$ cat config.mk
export PLATFORM = sky130hd
export DESIGN_NAME = apb_slave_bank
export DESIGN_NICKNAME = d
export VERILOG_FILES = /design/src/rtl/apb_slave_bank.sv
export SDC_FILE = /design/constraint.sdc
export NUM_CORES = 2
export LEC_CHECK = 0
export CELL_PAD_IN_SITES_DETAIL_PLACEMENT = 0
export CELL_PAD_IN_SITES_GLOBAL_PLACEMENT = 1
export CORE_MARGIN = 2
export CORE_UTILIZATION = 45
export CTS_BUF_LIST = sky130_fd_sc_hd__clkbuf_16
export CTS_CLUSTER_DIAMETER = 100
export DETAILED_ROUTE_END_ITERATION = 8
export GPL_ROUTABILITY_DRIVEN = 0
export GPL_TIMING_DRIVEN = 0
export PLACE_DENSITY = 0.79
export SKIP_CTS_REPAIR_TIMING = 1
export SYNTH_ARGS = -nofsm -noshare
export SYNTH_HDL_FRONTEND = slang
export SYNTH_SLANG_ARGS = --single-unit
export TNS_END_PERCENT = 10
$ cat constraint.sdc
create_clock -name clk -period 34 [get_ports clk]
set_clock_uncertainty 0.2 [all_clocks]
set_input_delay 6.8 -clock clk [delete_from_list [all_inputs] [get_ports clk]]
set_output_delay 6.8 -clock clk [all_outputs]
set_load 0.005 [all_outputs]
$ cat src/rtl/apb_slave_bank.sv
// apb_slave_bank: three APB slaves of REGS_PER_SLV 32-bit registers with protocol checking.
// Counts transfers and protocol violations; a violation never touches storage or Prdata.
module apb_slave_bank #(
   parameter int REGS_PER_SLV = 8,
   parameter int ERR_CNT_W    = 8
) (
   input  logic                 clk,
   input  logic                 reset,
   input  logic [2:0]           Pselx,
   input  logic                 Penable,
   input  logic                 Pwrite,
   input  logic [31:0]          Paddr,
   input  logic [31:0]          Pwdata,
   output logic [31:0]          Prdata,
   output logic                 prot_err,
   output logic [ERR_CNT_W-1:0] err_cnt,
   output logic [15:0]          xfer_cnt
);
   typedef enum logic [1:0] {IDLE, SETUP, ACCESS} state_t;
   state_t state, state_nx;
   logic [31:0] regs [3][REGS_PER_SLV];
   logic [2:0]  sel_q, idx_q, idx;
   logic        wr_q, valid, multi, new_setup, match, err, load, commit;
   logic [1:0]  rslv, wslv;
   logic        unused_addr;
   assign unused_addr = ^{Paddr[31:5], Paddr[1:0]};
   assign idx       = Paddr[4:2];
   assign valid     = $onehot(Pselx);
   assign multi     = |Pselx && !valid;
   assign new_setup = valid && !Penable;
   assign match     = Penable && Pselx == sel_q && idx == idx_q && Pwrite == wr_q;
   assign rslv      = Pselx[2] ? 2'd2 : Pselx[1] ? 2'd1 : 2'd0;
   assign wslv      = sel_q[2] ? 2'd2 : sel_q[1] ? 2'd1 : 2'd0;
   // A valid setup always restarts a transfer, even one that follows a violation in SETUP.
   always_comb begin
      commit   = state == SETUP && match;
      load     = new_setup;
      err      = state == SETUP ? !match : (Penable || multi);
      state_nx = commit ? ACCESS : load ? SETUP : IDLE;
   end
   always_ff @(posedge clk or posedge reset) begin
      if (reset) begin
         state    <= IDLE;
         sel_q    <= '0;
         idx_q    <= '0;
         wr_q     <= 1'b0;
         Prdata   <= '0;
         prot_err <= 1'b0;
         err_cnt  <= '0;
         xfer_cnt <= '0;
         for (int s = 0; s < 3; s++)
            for (int r = 0; r < REGS_PER_SLV; r++)
               regs[s][r] <= '0;
      end else begin
         state    <= state_nx;
         prot_err <= err;
         if (err && !(&err_cnt)) err_cnt <= err_cnt + 1'b1;
         if (load) begin
            sel_q <= Pselx;
            idx_q <= idx;
            wr_q  <= Pwrite;
            if (!Pwrite) Prdata <= regs[rslv][idx];
         end
         if (commit) begin
            xfer_cnt <= xfer_cnt + 1'b1;
            if (wr_q) regs[wslv][idx_q] <= Pwdata;
         end
      end
   end
endmodule

==> metrics.csv <==
stage,metric,value,unit
routing,vias,25900,
cts,clk_latency,680,ps
synth,syn_inst,2776,
final_layout,ff_latch_area,20900,um2
critical_path,rrSetupSlack,29960,ps
cts,cts_buffer_depth,3,
global_route,antenna_found_initial,4,
floorplanning,die_h,294,um
final_layout,fillers,6907,
power_and_ir_drop,pwr-share-comb,0.091,
min_path,hold_path_depth,1,
routing,drc,0,
floorplanning,initial_core_util,0.453,
final_layout,mostFrequentLayoutCells,"834 x dfrtp_1, 778 x mux2_2, 268 x mux2i_1",
routing,first_pass_iters,6,
sta,period_share,0.379,
placed_design,port-buffer-count,96,
synth,yosys_warnings,0,
synth,syn_area_per_cell,13.6,um2
synth,synth_cell_types,44,
global_route,grt_max_degree,126,
routing,via_per_inst,6.29,
sta,hold_viol,0,
cts,clock-root-buffer,clkbuf_16,
final_layout,multi_input_area,15900,um2
synth,ys_seq_area_frac,0.552,
critical_path,crit_path_frequent_cell,buf_2,
power_and_ir_drop,seqPwrFrac,0.486,
critical_path,path_cells,clkdlybuf4s50_1 > buf_2 > buf_2 > buf_2 > buf_2 > inv_1 > fa_1 > or3b_2 > clkbuf_1 > inv_1 > buf_2 > and3_1 > buf_1 > clkbuf_1 > a211oi_1,
power_and_ir_drop,p_int,1.60,mW
critical_path,critPathRequiredTime,34250,ps
routing,drt_first_iter_violations,2990,
global_route,grt_pass1_wl,186,mm
final_layout,drive_above_1_share,0.349,
power_and_ir_drop,p_sw,0.545,mW
min_path,hold_class,register to register,
sta,tightest_slew,1560,ps
critical_path,path_class,input pin to register,
sta,finalSetupViolations,0,
cts,cts_tree,yes,
cts,cts_sinks,834,
critical_path,cp_max_fo,10,
run_status,violations,"capacitance limit, slew limit",
sta,period_needed,12880,ps
sta,slew-limit-headroom,-0.0389,
synth,async_flop_share,1.00,
sta,holdWs,269,ps
critical_path,cp.arrival,13120,ps
cts,numCtsBuffers,86,
sta,maxClockFrequency,77.7,MHz
final_layout,mostFrequentLayoutCell,dfrtp_1,
synth,synth_edf_count,0,
final_layout,fin_nets,3043,
job,cap_violations,3,
final_layout,area_delta_synth_final,13.7,%
synth,synth_flop_cell,dfrtp_1,
routing,wl,130,mm
synth,ys_ff_latch,834,
synth,synth.net_count,2850,
global_route,grt-ovfl-total,0,
global_route,grt_pass1_vias,26700,
placed_design,dp_hpwl,85.1,mm
power_and_ir_drop,power,2.14,mW
critical_path,reg2reg_depth,8,
run_status,outcome,finished with violations,
sta,rsz0062_at_grt,false,
critical_path,startpoint,Pselx[1],
floorplanning,rows,106,
sta,slew_viol_final,22,
critical_path,r2r_start,sel_q[1],
critical_path,worstReg2RegEnd,regs[320],
power_and_ir_drop,ir_drop,0.0368,mV
global_route,grt.total_usage,0.302,
power_and_ir_drop,cellPowerDensity,49.8,nW/um2
routing,post_drt_wl_per_cell,31.6,um
synth,synth_area,37800,um2
critical_path,cp_slowest_stage_delay,1150,ps
power_and_ir_drop,leakage,21.2,nW
routing,drtAntennaViolNets,0,
floorplanning,ios,128,
cts,path_clk_slew,60,ps
floorplanning,fp.dieW,294,um
critical_path,end_kind,register,
critical_path,worst_setup_path_start_kind,input pin,
critical_path,slowest_stage,clkbuf_1,
power_and_ir_drop,p_clk_frac,0.424,
floorplanning,dieArea,86400,um2
cts,ctsHtreeMaxLevel,3,
floorplanning,core_area,83400,um2
critical_path,cp-endpoint,Prdata[3],
power_and_ir_drop,swShare,0.255,
[metrics by stage]
step            util  std cells   TNS, ps  worst slack [ps]  cell area, um2
2_1_floorplan      -       2776         0              3570           37800
3_3_place_gp   0.481       3952  -3312750             -4050           40100
3_5_place_dp   0.484       3961         0             20750           40400
4_1_cts        0.515       4113         0             21390           43000
5_1_grt        0.515       4115         0             21220           43000
6_report       0.515       4117         0             21120           43000
[flip-flops by register name, indices dropped and copies added, names as in the netlist]
name,cells
state,2
sel_q,3
regs,768
prot_err,1
wr_q,1
err_cnt,8
idx_q,3
Prdata,32
xfer_cnt,16
[worst min-delay path by stage]
stage                         endpoint    startpoint  slack, ps
after CTS                 xfer_cnt[15]  xfer_cnt[15]        270
final                     xfer_cnt[15]  xfer_cnt[15]        270
after floorplan              regs[650]     regs[650]        260
after global placement    xfer_cnt[15]  xfer_cnt[15]        260
after detailed placement  xfer_cnt[15]  xfer_cnt[15]        260
after global routing      xfer_cnt[15]  xfer_cnt[15]        290
[synthesized netlist by cell type, types with 6 or more instances]
master | count | share of area
mux4_2 | 39 | 0.023
or3_1 | 12 | 0.0020
o211ai_1 | 34 | 0.0068
dfrtp_1 | 834 | 0.55
nand2_1 | 100 | 0.0099
o221ai_1 | 13 | 0.0030
mux2_1 | 6 | 0.0018
o22ai_1 | 86 | 0.014
and3_1 | 6 | 0.00099
o21ai_0 | 69 | 0.0091
nand4b_1 | 6 | 0.0014
clkbuf_1 | 129 | 0.013
xnor2_1 | 9 | 0.0021
mux2i_1 | 268 | 0.071
or2_2 | 11 | 0.0018
mux2_2 | 778 | 0.23
a21oi_1 | 43 | 0.0057
nand4_1 | 19 | 0.0031
buf_1 | 24 | 0.0024
or4_1 | 15 | 0.0030
inv_1 | 7 | 0.00070
buf_2 | 95 | 0.013
nand3_1 | 11 | 0.0015
a211oi_1 | 28 | 0.0056
nor2_1 | 60 | 0.0060
o32ai_1 | 10 | 0.0023
nor3_1 | 11 | 0.0015
xor2_1 | 17 | 0.0039
[power by group through the flow]
stage,clock network (mW),logic (mW),registers [mW]
after floorplan,0,0.0921,1.05
final,0.906,0.194,1.04
after global placement,0,0.184,1.06
after detailed placement,0,0.191,1.06
after global routing,0.954,0.206,1.04
after CTS,0.910,0.192,1.04
[per-layer routing]
| metal | GRT usage | wire (um) |
|---|---|---|
| met1 | 0.393 | 51000 |
| met2 | 0.465 | 59000 |
| met3 | 0.0748 | 12300 |
| met4 | 0.160 | 7880 |
| met5 | 0 | 13 |
[cell type report]
cell class / instances / share of cell area
antenna: 4 / 0.000233
buffer: 250 / 0.0249
clock buffer: 90 / 0.0524
clock inverter: 62 / 0.00882
inverter: 8 / 0.000873
multi-input combinational: 1684 / 0.369
sequential: 834 / 0.485
tap: 1080 / 0.0314
timing repair buffer: 105 / 0.0273
[cells by family (layout without fill, tap and decap cells)]
family / after synthesis / in the layout / synth area share
other: 0 / 4 / 0
muxes: 1091 / 1091 / 0.328
adders and majority gates: 3 / 3 / 0.00119
AOI/OAI and AO/OA: 283 / 283 / 0.0467
xor gates and xnor gates: 27 / 27 / 0.00675
buffers and inverters: 258 / 515 / 0.0290
DFF: 834 / 834 / 0.552
and+or+nand+nor: 280 / 280 / 0.0368
[worst max-delay path: cells and delay by family]
family,cells,cell delay [ps]
AO/OA/AOI/OAI,1,200
adder cells (fa/ha/maj),1,480
buffers and inverters,11,4980
AND/OR/NAND/NOR,2,630
No activity file was read; power rests on OpenSTA's default activity.
==> RTL change 1, RTL diff (config.mk and constraints unchanged) <==
Register the output `Prdata` once more, cleared by the reset; this adds one clock of latency there. The other outputs are not delayed to match.
--- a/src/rtl/apb_slave_bank.sv
+++ b/src/rtl/apb_slave_bank.sv
@@ -17,6 +17,8 @@
    output logic [15:0]          xfer_cnt
 );
    typedef enum logic [1:0] {IDLE, SETUP, ACCESS} state_t;
+
+   logic [31:0] Prdata_s0;
    state_t state, state_nx;
    logic [31:0] regs [3][REGS_PER_SLV];
    logic [2:0]  sel_q, idx_q, idx;
@@ -44,7 +46,7 @@
          sel_q    <= '0;
          idx_q    <= '0;
          wr_q     <= 1'b0;
-         Prdata   <= '0;
+         Prdata_s0 <= '0;
          prot_err <= 1'b0;
          err_cnt  <= '0;
          xfer_cnt <= '0;
@@ -59,7 +61,7 @@
             sel_q <= Pselx;
             idx_q <= idx;
             wr_q  <= Pwrite;
-            if (!Pwrite) Prdata <= regs[rslv][idx];
+            if (!Pwrite) Prdata_s0 <= regs[rslv][idx];
          end
          if (commit) begin
             xfer_cnt <= xfer_cnt + 1'b1;
@@ -67,5 +69,13 @@
          end
       end
    end
+   always_ff @(posedge clk or posedge reset) begin
+      if (reset) begin
+         Prdata <= '0;
+      end else begin
+         Prdata <= Prdata_s0;
+      end
+   end
+
 endmodule
 
Check against the original RTL: not settled (the Yosys comparison gave no result); the edit may change what the design does.
==> RTL change 1 against the unedited design <==
Sequential cell count rose by 32. Final area is 4.1% higher. Clock power is 8.8% higher. Setup slack improved by 0.89 ns. Power increased by 6.4%. Routed wire length down 1.7%. Synthesized area increased by 3.7%. Count of clock-buffer cells in the layout grew 5.
==> RTL change 1: results (changes against the unedited design) <==
| Metric | Value |
|---|---|
| Library cells used by synthesis | 51 (+16%) |
| Maximum VDD drop | 0.0408 mV (+11%) |
| Detailed router's first-iteration violation count | 2298 (-23%) |
| Crit path arrival time | 12.34 ns (-0.78 ns) |
| YS warnings | 0 (unchanged) |
| Slowest cell on crit path | clkbuf_1 |
| Worst slew slack as a fraction of its limit | 5.38% (+9.3 points) |
| Endpoint of the worst-slack reg-to-reg timing path | regs[374] |
| Cell area after placement | 0.0418 mm² (+3.7%) |
| Worst r2r src | sel_q[1] |
| Antenna cell count | 0 (-4) |
| Leading registers by flop count | regs (768), Prdata (32), Prdata_s0 (32) |
| Total Wirelength | 128000 µm (-1.7%) |
| Hold Path Class | register to register |
| Largest driver fanout on the critical path | 10 (unchanged) |
| Synth Area in XOR/XNOR | 0.603% (-0.072 points) |
| Average footprint of a synthesized cell | 13.9 µm² (+1.7%) |
| Commonest cells in the synthesized netlist | dfrtp_1 (866), mux2_2 (636), mux2i_1 (276) |
| Family with the most delay on the worst path | buffers and inverters |
| Peak per-stage delay on the critical path | 0.91 ns (-0.24 ns) |
| Share of synthesized area occupied by flip-flops and latches | 55.3% (+0.059 points) |
| Number of global-route vias before repair | 26900 (+0.59%) |
| Number of buffers created by CTS | 90 (+4.7%) |
| H-tree level count | 3 (unchanged) |
| Worst setup path startpoint | Pselx[1] |
| Run status | finished, final reports clean |
| Max_cap viols | 0 (-3) |
| Number of buffers on the longest clock path | 3 (unchanged) |
| Post-route setup slack | 22.01 ns (+0.887 ns) |
| Multiplexer fraction of the synthesized cell area | 32.5% (-0.28 points) |
| Pleak | 0.0222 µW (+5.0%) |
| Initial antenna violation count | 3 (-1) |
| Post-synthesis adder-cell area fraction | 0.115% (-0.0043 points) |
| Synthesized netlist net count | 2904 (+1.9%) |
| Cells after DPL | 4089 (+3.2%) |
| Detailed-router iteration count before antenna repair | 6 (unchanged) |
| Largest net degree at the start of global routing | 141 (+12%) |
| Cell types occupying the most area after synthesis | dfrtp_1 (55%), mux2_2 (18%), mux2i_1 (7.0%) |
| Final nets | 3101 (+1.9%) |
| End point of the critical path | Prdata_s0[3] |
| Total routing usage reported by global routing | 28.5% (-1.6 points) |
| Synthesized-area fraction occupied by ao, oa, aoi and oai cells | 4.56% (-0.11 points) |
| Routed Antenna Nets | 0 (unchanged) |
| Clock slew at reported path FFs | 0.06 ns (about the same) |
| Share of flip-flops with an asynchronous set or reset | 100% (unchanged) |
| Layout cell share with drive strength beyond 1 | 34.3% (-0.69 points) |
| Detailed-route via count | 25800 (-0.49%) |
| Clock Latency Late Sink | 0.66 ns (-0.02 ns) |
| Worst reg-to-reg setup slack | 30.49 ns (+0.53 ns) |
| Buffers added on ports | 96 (unchanged) |
| Wire length of the first global-routing pass | 184000 µm (-1.0%) |
| Root Driver | clkbuf_16 |
| Number of cells on the worst reg-to-reg path | 7 (-1) |
| Average detailed-routed wire length per instance | 30.1 µm (-4.8%) |
| Total half-perimeter wirelength after legalization and detailed placement | 84100 µm (-1.1%) |
-- RTL change 1: cell count changes after synthesis, moves of 8 or more --
| cell | before | now |
|---|---|---|
| buf_6 | 0 | 12 |
| o32ai_1 | 10 | 2 |
| o211ai_1 | 34 | 44 |
| mux2_4 | 0 | 120 |
| a211oi_1 | 28 | 11 |
| mux2i_1 | 268 | 276 |
| dfrtp_1 | 834 | 866 |
| buf_1 | 24 | 7 |
| mux2_2 | 778 | 636 |
| mux2_1 | 6 | 20 |
-- RTL change 1: final cells by class --
class	instances	area [µm²]
clock buffers	95	2380
flip-flops and latches	866	21700
multi-input cells	1698	16300
clock inverters	67	526
well taps	1155	1450
fillers	7246	41800
repair buffers	105	1190
inverters	9	41.3
plain buffers	257	1210
-- RTL change 1: how the worst min path moves through the flow --
stage,from,endpoint,slack [ns],depth (start not counted)
2_1_floorplan,Prdata_s0[0],Prdata[0],0.15,0
3_3_place_gp,Prdata_s0[17],Prdata[17],0.17,0
3_5_place_dp,Prdata_s0[12],Prdata[12],0.17,0
4_1_cts,Prdata_s0[12],Prdata[12],0.17,0
5_1_grt,Prdata_s0[19],Prdata[19],0.19,0
6_report,Prdata_s0[12],Prdata[12],0.17,0
-- RTL change 1: cells by family after synthesis --
| kind of cell | after synthesis |
|---|---|
| AND/OR/NAND/NOR | 297 |
| buffers and inverters | 266 |
| multiplexers | 1087 |
| AO/OA/AOI/OAI | 284 |
| XOR/XNOR | 27 |
| flip-flops | 866 |
| adder cells (fa/ha/maj) | 3 |
-- RTL change 1: layer usage --
layer,part of all wire [%],track usage (%)
met3,8.3,6.49
met4,5.8,14.9
met1,41,37.5
met5,0,0
met2,45,44.3
-- RTL change 1: power breakdown --
group,total (µW),switching [µW],internal [µW]
logic,199,121,77.8
registers,1090,27.3,1070
clock network,986,417,570
total,2280,565,1710
==> RTL change 2, RTL diff (same settings) <==
Without the edit above. `REGS_PER_SLV`: 8 -> 16.
--- a/src/rtl/apb_slave_bank.sv
+++ b/src/rtl/apb_slave_bank.sv
@@ -1,7 +1,7 @@
 // apb_slave_bank: three APB slaves of REGS_PER_SLV 32-bit registers with protocol checking.
 // Counts transfers and protocol violations; a violation never touches storage or Prdata.
 module apb_slave_bank #(
-   parameter int REGS_PER_SLV = 8,
+   parameter int REGS_PER_SLV = 16,
    parameter int ERR_CNT_W    = 8
 ) (
    input  logic                 clk,
Check against the original RTL: not settled (the Yosys comparison gave no result); the edit may change what the design does.
==> RTL change 2 against the unedited design <==
Sequential cell count did not move. Setup slack improved by 0.049 ns. Final area rose by 4.5%. Die area rose by 4.7%. Critical endpoint is now Prdata[0]. Highest routed layer unchanged. Synthesized area is 4.8% higher. Power increased by 1.3%. The flow still finishes with violations (capacitance limit, slew limit). Routed wire length is 2.4% higher. Critical path type unchanged. Synthesized cell count shrank 2.6%.
==> RTL change 2: results (changes against the unedited design) <==
| Metric | Value |
|---|---|
| Total stage count of the critical path | 11 (-4) |
| Violated checks | capacitance limit, slew limit |
| Library cells used by synthesis | 49 (+11%) |
| Share of synthesized area occupied by flip-flops and latches | 52.7% (-2.5 points) |
| Number of multi-input combinational cells | 1607 (-4.6%) |
| Actual transition at the worst max-transition pin | 1.59 ns (+0.0347 ns) |
| Cell types occupying the most area after synthesis | dfrtp_1 (53%), mux2_4 (14%), mux2_1 (13%) |
| Share of the final layout cell area in multi-input gates | 38.3% (+1.5 points) |
| Clock Latency Late Sink | 0.66 ns (-0.02 ns) |
| Met1 demand-to-capacity share in global routing | 39.6% (+0.27 points) |
| Pleak | 0.0233 µW (+9.7%) |
| Total Wirelength | 133000 µm (+2.4%) |
| Crit path arrival time | 13.18 ns (+0.06 ns) |
| Peak per-stage delay on the critical path | 1.09 ns (-0.06 ns) |
| Maximum VDD drop | 0.0335 mV (-8.9%) |
| Synthesized netlist net count | 2778 (-2.5%) |
| Post-place setup slack | 20.83 ns (+0.0803 ns) |
| Commonest cells in the synthesized netlist | dfrtp_1 (834), mux2_1 (455), mux2_4 (360) |
| Combined area of all synthesized cells | 0.0396 mm² (+4.8%) |
| Final nets | 2972 (-2.3%) |
| Number of cells on the worst reg-to-reg path | 9 (+1) |
| Detailed-router iteration count before antenna repair | 5 (-1) |
| Antenna cell count | 3 (-1) |
| Syn-to-layout area delta | 13.4% |
| Detailed-route via count | 25500 (-1.6%) |
| Average detailed-routed wire length per instance | 32.3 µm (+2.2%) |
| Synthesized-area fraction occupied by ao, oa, aoi and oai cells | 4.07% (-0.60 points) |
| DR top layer | met5 |
| Synth Area in XOR/XNOR | 0.597% (-0.078 points) |
| Detailed router's first-iteration violation count | 2528 (-15%) |
| Run status | finished, violations left |
| Total routing usage reported by global routing | 29.6% (-0.54 points) |
| Cell area after placement | 0.0422 mm² (+4.6%) |
| Max_cap viols | 5 (+2) |
| Clock buffers and inverters, area share | 6.05% (-0.073 points) |
| Clock buffer count in the final layout | 91 (+1.1%) |
| Layout cell share with drive strength beyond 1 | 23.3% (-12 points) |
| Instance count of the mapped netlist | 2704 (-2.6%) |
| Largest net degree at the start of global routing | 138 (+9.5%) |
| Met2 usage | 44.8% (-1.7 points) |
| Multiplexer fraction of the synthesized cell area | 35.8% (+3.1 points) |
| Non-clock buffers, area share | 5.85% (+0.63 points) |
| Number of buffers created by CTS | 90 (+4.7%) |
| Filler Cell Count | 7274 (+5.3%) |
| Layout buffer count excluding clock buffers | 358 (+0.85%) |
| Count of pins over their slew limit | 52 (+140%) |
| Wire length of the first global-routing pass | 192000 µm (+3.0%) |
| Post-synthesis adder-cell area fraction | 0.114% (-0.0054 points) |
| Wire length on met1 | 54100 µm (+6.2%) |
| Number of global-route vias before repair | 26800 (+0.27%) |
| DR WL met2 | 59300 µm (+0.57%) |
-- RTL change 2: logic make-up (layout without fill, tap and decap cells) --
kind of cell	after synthesis	in the layout
muxes	1109	1109
and+or+nand+nor	223	223
xor gates and xnor gates	27	27
adders and majority gates	3	3
buffers and inverters	263	526
DFF	834	834
other	0	3
AOI/OAI and AO/OA	245	245
-- RTL change 2: where the power goes --
part           internal (µW)  total [µW]  leakage, µW  switching, µW
clock                    515         930      0.00141            414
combinational           78.0         198       0.0103            121
sequential              1010        1040       0.0116           25.2
total                   1610        2170       0.0233            560
-- RTL change 2: final timing paths --
| check | start | end | slack [ns] |
|---|---|---|---|
| worst max register to register | idx_q[1] | regs[490] | 30.54 |
| max in group asynchronous | reset | idx_q[1] | 24.85 |
| worst max-delay path | Pselx[2] | Prdata[0] | 21.17 |
| worst min register to register | xfer_cnt[15] | xfer_cnt[15] | 0.28 |
| worst min-delay path | xfer_cnt[15] | xfer_cnt[15] | 0.28 |
| min in group asynchronous | reset | regs[1510] | 6.48 |
